===== config.mk =====
export PLATFORM = sky130hd
export DESIGN_NAME = au_seq_ctrl
export DESIGN_NICKNAME = d
export VERILOG_FILES = /design/src/rtl/au_seq_ctrl.sv
export SDC_FILE = /design/constraint.sdc
export NUM_CORES = 1
export LEC_CHECK = 0
export ABC_AREA = 1
export CELL_PAD_IN_SITES_DETAIL_PLACEMENT = 0
export CELL_PAD_IN_SITES_GLOBAL_PLACEMENT = 1
export CORE_ASPECT_RATIO = 0.9
export CORE_MARGIN = 3
export CORE_UTILIZATION = 34
export DETAILED_ROUTE_END_ITERATION = 10
export GPL_TIMING_DRIVEN = 1
export PLACE_DENSITY = 0.78
export SETUP_SLACK_MARGIN = 0.05
export SLEW_MARGIN = 40
export SYNTH_ARGS = -nofsm -noshare
export SYNTH_HDL_FRONTEND = slang
export SYNTH_SLANG_ARGS = --single-unit

===== constraint.sdc =====
create_clock -name clk -period 2.85 [get_ports clk]
set_input_delay 0.57 -clock clk [delete_from_list [all_inputs] [get_ports clk]]
set_output_delay 0.57 -clock clk [all_outputs]
set_load 0.03 [all_outputs]

===== src/rtl/au_seq_ctrl.sv =====
// Sequencer that runs ADD, SUB and shift-add MUL on a single shared 6-bit adder, one adder pass per clock.
// Optional build macro AU_SEQ_MUL_EN enables the multi-cycle MUL path; when it is undefined, op=10 is answered like a reserved op.
module au_seq_ctrl #(
  parameter int WIDTH = 6
) (
  input  logic               clk,
  input  logic               reset,
  input  logic               start,
  input  logic [1:0]         op,
  input  logic [WIDTH-1:0]   a,
  input  logic [WIDTH-1:0]   b,
  output logic               busy,
  output logic               done,
  output logic [2*WIDTH-1:0] result,
  output logic               carry_out,
  output logic               err
);
  // state | meaning
  // IDLE  | waiting for start
  // EXEC  | single adder pass for ADD/SUB
  // MUL   | shift-add iterations, one per clock
  // DONE  | done pulse, outputs valid
`ifdef AU_SEQ_MUL_EN
  typedef enum logic [1:0] {IDLE = 2'd0, EXEC = 2'd1, MUL = 2'd2, DONE = 2'd3} stateT;
`else
  typedef enum logic [1:0] {IDLE = 2'd0, EXEC = 2'd1, DONE = 2'd3} stateT;
`endif

  localparam logic [1:0] OP_ADD = 2'b00;
  localparam logic [1:0] OP_SUB = 2'b01;
  localparam logic [1:0] OP_MUL = 2'b10;

  stateT            state, nextState;
  logic [WIDTH-1:0] aReg, bReg;
  logic [1:0]       opReg;
  logic [WIDTH-1:0] addA, addB;
  logic             addCin;
  logic [WIDTH:0]   addTotal;
`ifdef AU_SEQ_MUL_EN
  logic [WIDTH-1:0] acc, q;
  logic [2:0]       count;
  logic             lastIter;
`endif

  // The one shared adder pass of this cycle.
  assign addTotal = {1'b0, addA} + {1'b0, addB} + {{WIDTH{1'b0}}, addCin};

  always_comb begin
    nextState = state;
    addA      = aReg;
    addB      = bReg;
    addCin    = 1'b0;
`ifdef AU_SEQ_MUL_EN
    lastIter  = (count == 3'(WIDTH - 1));
`endif
    case (state)
      IDLE: begin
        if (start) begin
          unique case (op)
            OP_ADD, OP_SUB: nextState = EXEC;
`ifdef AU_SEQ_MUL_EN
            OP_MUL:         nextState = MUL;
`else
            OP_MUL:         nextState = DONE;
`endif
            default:        nextState = DONE;
          endcase
        end
      end
      EXEC: begin
        if (opReg == OP_SUB) begin
          addB   = ~bReg;
          addCin = 1'b1;
        end
        nextState = DONE;
      end
`ifdef AU_SEQ_MUL_EN
      MUL: begin
        addA = acc;
        addB = q[0] ? aReg : '0;
        if (lastIter) nextState = DONE;
      end
`endif
      DONE:    nextState = IDLE;
      default: nextState = IDLE;
    endcase
  end

  always_ff @(posedge clk) begin
    if (reset) begin
      state     <= IDLE;
      aReg      <= '0;
      bReg      <= '0;
      opReg     <= '0;
      busy      <= 1'b0;
      done      <= 1'b0;
      result    <= '0;
      carry_out <= 1'b0;
      err       <= 1'b0;
`ifdef AU_SEQ_MUL_EN
      acc       <= '0;
      q         <= '0;
      count     <= '0;
`endif
    end else begin
      state <= nextState;
      busy  <= (nextState != IDLE);
      done  <= (nextState == DONE);
      case (state)
        IDLE: begin
          if (start) begin
            aReg  <= a;
            bReg  <= b;
            opReg <= op;
`ifdef AU_SEQ_MUL_EN
            acc   <= '0;
            q     <= b;
            count <= '0;
`endif
            // Reserved (or unbuilt) op goes straight to DONE with an error.
            if (nextState == DONE) begin
              result    <= '0;
              carry_out <= 1'b0;
              err       <= 1'b1;
            end
          end
        end
        EXEC: begin
          result    <= {{WIDTH{1'b0}}, addTotal[WIDTH-1:0]};
          carry_out <= addTotal[WIDTH];
          err       <= 1'b0;
        end
`ifdef AU_SEQ_MUL_EN
        MUL: begin
          acc   <= addTotal[WIDTH:1];
          q     <= {addTotal[0], q[WIDTH-1:1]};
          count <= count + 3'd1;
          if (lastIter) begin
            result    <= {addTotal[WIDTH:1], addTotal[0], q[WIDTH-1:1]};
            carry_out <= 1'b0;
            err       <= 1'b0;
          end
        end
`endif
        default: ;
      endcase
    end
  end
endmodule


== After elaboration in Yosys (flattened, before gate mapping) ==
Cells that the tools add are included.

* Bits in registers: 32
* Bits in latches: 0
* RAM bits: 0
* Bits in read-only memories: 0
* Input port bits: 17
* Output and inout bits: 16
* Logic and storage cells: 41
* Memories: 0

* Add/subtract/negate cells: 2
* $mul: 0
* Divide/modulo/power cells: 0
* $lt $le $gt $ge: 0
* Equality and inequality tests: 6
* Shift operators: 0
* Multiplexer cells: 16
* Bitwise logic cells: 1
* Reduce and logical (&&, ||, !) cells: 7

{| class="wikitable"
|+ Operator list
! cell !! number
|-
| 2-to-1 mux 12 bit || 2
|-
| case mux 12 bit (2 select lines) || 1
|-
| 2-to-1 mux 6 bit || 2
|-
| adder 6 x 6 -> 7 bit || 1
|-
| adder 7 x 1 -> 7 bit || 1
|-
| == test 2 x 1 -> 1 bit, second input constant || 3
|-
| 2-to-1 mux 1 bit || 6
|-
| inverter 6 bit || 1
|-
| zero test 2 bit || 2
|-
| 2-to-1 mux 2 bit || 2
|-
| inequality test 2 bit, second input constant || 2
|-
| case mux 1 bit (2 select lines) || 2
|-
| case mux 2 bit (2 select lines) || 1
|-
| nonzero test 2 bit || 2
|-
| AND reduction 3 bit || 1
|-
| == test 2 bit, second input constant || 1
|-
| AND reduction 2 bit || 1
|-
| OR reduction 2 bit || 1
|}

== Logic depth before layout (Yosys ltp) ==
Gate-level depths: netlist (run 1).

* Word-level depth: 9
* Mapped depth: 14
* Mapped depth without buffers: 14

== Worst setup path before layout (run 1) ==
OpenSTA, ideal clock, no wires.

* Path kind: register to register
* Start: register state[0]
* End: register result[4]
* Library setup time: 71 ps
* Data arrival time: 2157 ps
* Data required time: 2779 ps
* Slack: 622 ps
* Stages on the path, launching flop included: 14
* Buffers on the path: 0
* Period minus slack after synthesis: 2228 ps
* Path through: dfxtp_1 > inv_1 > nor2_4 > nand2_1 > xor2_1 > ha_1 > nand3_1 > nand2_1 > fa_1 > nand2_1 > a21oi_1 > o21ai_0 > nand3_1 > a21oi_1

* Longest elaborated chain between the ends: 5
* Elaborated cells on any way between the ends: 14
* Classes of those cells: add/sub (2); eq/ne (4); mux (5); reduce/logical (3)

{| class="wikitable"
|+ RTL lines
! what !! line !! RTL
|-
| start, declared || 33 || <nowiki>stateT state, nextState;</nowiki>
|-
| start signal, assigned || 106 || <nowiki>state <= nextState;</nowiki>
|-
| == test 2 x 1 -> 1 bit (tied with other cells) || 56, 109 ||
|-
| 2-to-1 mux 6 bit or case mux 2 bit (2 select lines) (tied branches) || 56 || <nowiki>case (state)</nowiki>
|-
| adder 6 x 6 -> 7 bit or == test 2 bit (tied branches) || 46, 121 ||
|-
| adder 7 x 1 -> 7 bit or inequality test 2 bit (tied branches) || - ||
|-
| case mux 12 bit (2 select lines) or AND reduction 3 bit (tied branches) || - ||
|-
| end signal, assigned || 129 || <nowiki>result <= {{WIDTH{1'b0}}, addTotal[WIDTH-1:0]};</nowiki>
|-
| end, declared || 14 || <nowiki>output logic [2*WIDTH-1:0] result,</nowiki>
|}

Parallel ways exist; a longest one is shown, timed or not.
A chain may end at the register's enable or synchronous reset.

== Final worst setup path (run 1) ==
Same ends and word-level chain as after synthesis.

==> results of run 1 <==
-- metal layers --
metal / global-route usage / vias up / routed length [microns]
met1: 0.162 / 469 / 1240
met5: 0 / - / 0
met4: 0.0610 / 0 / 76
li1: - / 584 / -
met2: 0.213 / 32 / 1160
met3: 0.0419 / 7 / 165
-- cell families (layout without fill, tap and decap cells) --
kind of cell | Yosys count | after routing | share of synthesized area
buffers and inverters | 26 | 46 | 0.107
AOI/OAI and AO/OA | 36 | 36 | 0.140
other | 1 | 6 | 0.00287
and+or+nand+nor | 69 | 69 | 0.239
xor gates and xnor gates | 6 | 6 | 0.0402
DFF | 26 | 26 | 0.398
adders and majority gates | 7 | 7 | 0.0728
-- flip-flops by register name (all words and copies together), names as in the netlist --
signal,count
carry_out,1
err,1
bReg,6
aReg,6
busy,1
done,1
opReg,2
state,2
result,6
-- stage by stage --
step	hold WS [ps]	power (mW)	setup WS, ps	instances
after global routing	483	1.04	178	240
after floorplan	430	0.607	622	176
after CTS	467	0.982	352	240
after detailed placement	453	0.673	380	236
after global placement	448	0.668	462	236
final	466	0.967	475	240
-- power by group through the flow --
stage / registers [mW] / logic [mW] / clock network (mW)
3_3_place_gp: 0.426 / 0.242 / 0
6_report: 0.417 / 0.247 / 0.303
5_1_grt: 0.422 / 0.280 / 0.335
3_5_place_dp: 0.426 / 0.247 / 0
4_1_cts: 0.418 / 0.248 / 0.316
2_1_floorplan: 0.444 / 0.163 / 0
-- critical path, delay by kind of cell (launching register included) --
| family | cells | cell delay, ps |
|---|---|---|
| fa+ha+maj | 2 | 710 |
| simple gates | 6 | 700 |
| flops | 1 | 330 |
| compound gates | 3 | 320 |
| xor+xnor | 1 | 180 |
| buf+inv | 1 | 60 |
-- area by class of cell --
cell class,count,area share
Clock buffer,3,0.0252
Clock inverter,1,0.0183
Inverter,16,0.0397
Multi-Input combinational cell,124,0.407
Sequential cell,26,0.318
Tap cell,44,0.0336
Timing Repair Buffer,26,0.159
-- worst min-delay path by stage --
| stage | start | to | cells after the start |
|---|---|---|---|
| floorplan | opReg[0] | opReg[0] | 2 |
| global placement | result[2] | result[2] | 2 |
| detailed placement | carry_out | carry_out | 2 |
| CTS | carry_out | carry_out | 2 |
| global route | carry_out | carry_out | 2 |
| finish | result[0] | result[0] | 2 |
-- cells in the final DEF, fill, tap and decap left out, drive strengths merged --
cell | synthesis | routed
a21o | 1 | 1
a21oi | 17 | 17
bufinv | 0 | 1
clkbuf | 1 | 3
clkdlybuf4s50 | 0 | 26
conb | 1 | 6
dfxtp | 26 | 26
fa | 1 | 1
ha | 6 | 6
inv | 16 | 16
nand2 | 30 | 30
nand3 | 6 | 6
nor2 | 31 | 31
nor3b | 1 | 1
o21ai | 18 | 18
or2 | 1 | 1
xnor2 | 5 | 5
xor2 | 1 | 1
==> qor.csv, run 1 <==
metric,value,unit
Vert. Die Dim,64.8,microns
maximum achievable frequency,0.421,GHz
vias after detailed routing,1092,
timing startpoint of the critical path,state[0],
Clock Sinks,26,
PwrDens,590,mW/mm^2
total non-filler cell area in the finished layout,0.00164,sq mm
detailed placer's ending HPWL,2030,microns
required time of the critical path,3050,ps
Final Net Count,221,
width of the die,71.3,microns
iteration-0 DRC count of the detailed router,33,
largest clock skew in the final design,5.54,ps
number of warnings issued by yosys,0,
leakage power summed over all cells,0.722,nW
"reg-to-reg slack, setup",470,ps
floorplan die area,0.00462,sq mm
number of unique standard cell types used by synthesis,25,
aggregate negative setup slack,0,ps
maximum single-stage delay on the critical path,430,ps
Vias/cell,4.55,
Setup crit start kind,register,
CTS Buf Count,3,
setup repair after global routing missed its margin,false,
Critical Path Sink,result[4],
"area leader, netlist",dfxtp_1,
TritonCTS clock tree,yes,
sequential cell fraction of total power,0.432,
DRC errors left,0,
number of search-and-repair iterations in the first detailed-routing pass,4,
Final Hold Vio Count,0,
"Period Utilization, post-route",0.833,
area occupied by multi-input gates,667,sq um
global-route wire length before repair,4890,microns
maximum resistive drop on vdd,0.000306,V
CTS Buffer Depth,2,
Inserted Diodes,0,
Worst Reg2Reg Path Length in Cells,13,
final WL,2640,microns
worst flop-to-flop path endpoint,result[4],
switch share,0.293,
result of the run,finished clean,
root cell of the clock tree,clkbuf_8,
portion of the post-synthesis area used by sequential elements,0.398,
number of antenna violations at the first check in global routing,0,
critical path type,register to register,
Starting Density,0.370,
Syn Area/Cell,7.64,sq um
beginning of the worst register-to-register path,state[0],
number of standard cells after synthesis,171,
Logic pwr share,0.255,
largest net degree at the start of global routing,19,
Netlist Area Pre-Place,0.00131,sq mm
site row count,20,
number of synthesized flops with an enable pin,0,
classification of the worst-slack hold path,register to register,
Placed Instance Area,0.00157,sq mm
net switching power,0.283,mW
Global Route Usage Sum,0.133,
Congestion Overflow GR,0,
layout overhead on the synthesized area,25.5,%
"Hold-fix buffers, CTS",0,
filler cell count in the final layout,358,
Final GP Congestion,0.877,
number of setup buffers added after CTS,0,
clock share of power,0.313,
Max Cap Viol,0,
async set-or-reset flop fraction in the synthesized netlist,0,
highest net fanout along the worst path,8,
CP Capture Type,register,
average wire per cell in the routed design,11.0,microns
final slew viol count,0,
setup violation total in the final timing report,0,
Synth area leaders,"dfxtp_1 (40%), nor2_1 (8.3%), nand2_1 (7.8%)",
Critical-path top delay cell,fa_1,
Pint,0.684,mW
leading cell types by count after synthesis,"nor2_1 (29), nand2_1 (27), dfxtp_1 (26)",
most frequent cell after synthesis,nor2_1,
IO Port Bufs,26,
worst endpoint data arrival time,2580,ps
number of primary I/O pins,33,
post-route minimum period,2380,ps
Most used DFF post-synth,dfxtp_1,
FF/Latch Area,520,sq um
crit path cell chain,inv_1 -> nor2_4 -> nand2_2 -> xor2_1 -> ha_1 -> nand3_1 -> nand2_1 -> fa_1 -> nand2_1 -> a21oi_1 -> o21ai_0 -> nand3_1 -> a21oi_1,
clock-pin transition on the worst setup and hold timing paths,90,ps
H-tree depth,1,
Core Area,0.00353,sq mm
final design utilization,0.465,
Synth Register Bits,26,
fraction of final layout cells sized beyond drive strength 1,0.0663,
cts repair resizes,0,
share of the synthesized area in the top cell type,0.398,
later-pin clock latency in the skew report,270,ps
Antenna Violating Nets Remaining,0,
vias in the first global route,1119,
Note: power is estimated with default switching activity, not from simulation.
==> run 2, diff against run 1 <==
==> constraint.sdc (replaced) <==
create_clock -name clk -period 2.2 [get_ports clk]
set_input_delay 0.44 -clock clk [delete_from_list [all_inputs] [get_ports clk]]
set_output_delay 0.44 -clock clk [all_outputs]
set_load 0.03 [all_outputs]
==> qor.csv, run 2 (synthesis gave the netlist of run 1 again) <==
metric,value,unit
Global Route Usage Sum,0.125,
clock-pin transition on the worst setup and hold timing paths,90,ps
largest clock skew in the final design,3.20,ps
root cell of the clock tree,clkbuf_8,
number of search-and-repair iterations in the first detailed-routing pass,4,
maximum resistive drop on vdd,0.000479,V
aggregate negative setup slack,0,ps
Starting Density,0.370,
H-tree depth,1,
CTS Buffer Depth,2,
width of the die,71.3,microns
worst hold path cell count,2,
largest registers in the final layout,"aReg x6, bReg x6, result x6",
detailed placer's ending HPWL,2060,microns
worst-case setup margin in the final layout,190,ps
vias in the first global route,1082,
iteration-0 DRC count of the detailed router,47,
setup repair after global routing missed its margin,true,
Final Net Count,226,
number of antenna violations at the first check in global routing,0,
end of the worst hold path,result[1],
layout overhead on the synthesized area,28.2,%
Critical-path top delay cell,fa_2,
"commonest cells after routing, fill and taps aside","nor2_1 (28), clkdlybuf4s50_1 (26), nand2_1 (25)",
site row count,20,
Vias/cell,4.56,
Inserted Diodes,0,
largest net degree at the start of global routing,19,
PwrDens,706,mW/mm^2
leakage power summed over all cells,0.738,nW
floorplan die area,0.00462,sq mm
highest net fanout along the worst path,4,
Final GP Congestion,0.773,
Clock Sinks,26,
final WL,2640,microns
"Period Utilization, post-route",0.913,
critical path type,register to register,
maximum achievable frequency,0.498,GHz
final slew viol count,0,
Setup crit start kind,register,
post-route minimum period,2010,ps
TritonCTS clock tree,yes,
Post-Place Worst Slack,61.7,ps
combined buffer and inverter count along the critical path,1,
later-pin clock latency in the skew report,270,ps
fraction of final layout cells sized beyond drive strength 1,0.119,
worst min-delay path startpoint,result[1],
CTS Buf Count,3,
Antenna Violating Nets Remaining,0,
most common library cell in the layout ignoring fill and taps,nor2_1,
Vert. Die Dim,64.8,microns
kind of cell adding the most delay to the critical path,simple AND/OR/NAND/NOR gates,
total power,1.18,mW
setup violation total in the final timing report,0,
"reg-to-reg slack, setup",190,ps
required time of the critical path,2370,ps
CP Capture Type,register,
Max Cap Viol,0,
vias after detailed routing,1116,
global-route wire length before repair,4630,microns
IO Port Bufs,26,
worst endpoint data arrival time,2180,ps
Core Area,0.00353,sq mm
maximum single-stage delay on the critical path,350,ps
crit path cell chain,inv_1 -> nor2_4 -> nand2_2 -> xor2_1 -> ha_1 -> nand3_1 -> nand2_2 -> fa_2 -> nand2_1 -> a21oi_1 -> nor2_1 -> nand2_1 -> nand3_1 -> a21oi_2,
classification of the worst-slack hold path,register to register,
average wire per cell in the routed design,10.8,microns
Final Hold Vio Count,0,
number of primary I/O pins,33,
Congestion Overflow GR,0,
result of the run,finished clean,
DRC errors left,0,
Worst Reg2Reg Path Length in Cells,14,
worst flop-to-flop path endpoint,result[4],
beginning of the worst register-to-register path,state[0],
run 2: cell types whose count changed in the layout (fill, tap and decap cells not counted), sizes merged:
cell and change:
buf +5, bufinv -1, clkbuf +1
run 2: timing repair:
| item | in CTS | in global routing |
|---|---|---|
| hold buffers | 0 | 0 |
| pin swaps | 0 | 1 |
| buffers inserted | 0 | 1 |
| resized for setup | 1 | 7 |
| endpoints found under the setup margin | 1 | 4 |
run 2: power breakdown:
group          switching, mW  internal (mW)  leakage (nW)  total [mW]
logic                  0.196          0.140         0.494       0.336
registers             0.0276          0.516         0.215       0.543
clock network          0.144          0.160        0.0288       0.304
total                  0.367          0.815         0.738        1.18
run 2: how the worst max path moves through the flow:
stage / from / endpoint / depth (start not counted)
2_1_floorplan: state[0] / result[4] / 13
3_3_place_gp: opReg[0] / result[4] / 13
3_5_place_dp: opReg[0] / result[4] / 13
4_1_cts: state[0] / result[4] / 13
5_1_grt: opReg[0] / result[4] / 13
6_report: state[0] / result[4] / 14
run 2: through the flow:
step                area [sq um]  utilization  hold slack, ps  instances
detailed placement          1600        0.453             451        240
finish                      1670        0.474             465        245
global route                1670        0.474             483        245
global placement            1600        0.453             443        240
floorplan                   1330            -             430        176
CTS                         1660        0.469             466        244
run 2: area by class of cell:
type	count	area, sq um
Multi-Input combinational cell	124	678
Fill cell	349	1850
Timing Repair Buffer	31	298
Inverter	16	65.1
Sequential cell	26	523
Clock buffer	4	55.1
Tap cell	44	55.1
run 2: per-layer routing:
metal | vias to the layer above | global-route usage | wire [microns]
li1 | 592 | - | -
met1 | 489 | 0.166 | 1310
met2 | 30 | 0.196 | 1160
met3 | 5 | 0.0372 | 140
met4 | 0 | 0.0352 | 26
met5 | - | 0 | 0
run 2: worst register-to-register path, cell delays in order (launching register included):
cell and delay (ps):
dfxtp_2 330, inv_1 50, nor2_4 100, nand2_2 70
xor2_1 150, ha_1 270, nand3_1 90, nand2_2 60
fa_2 350, nand2_1 70, a21oi_1 70, nor2_1 90
nand2_1 60, nand3_1 90, a21oi_2 50
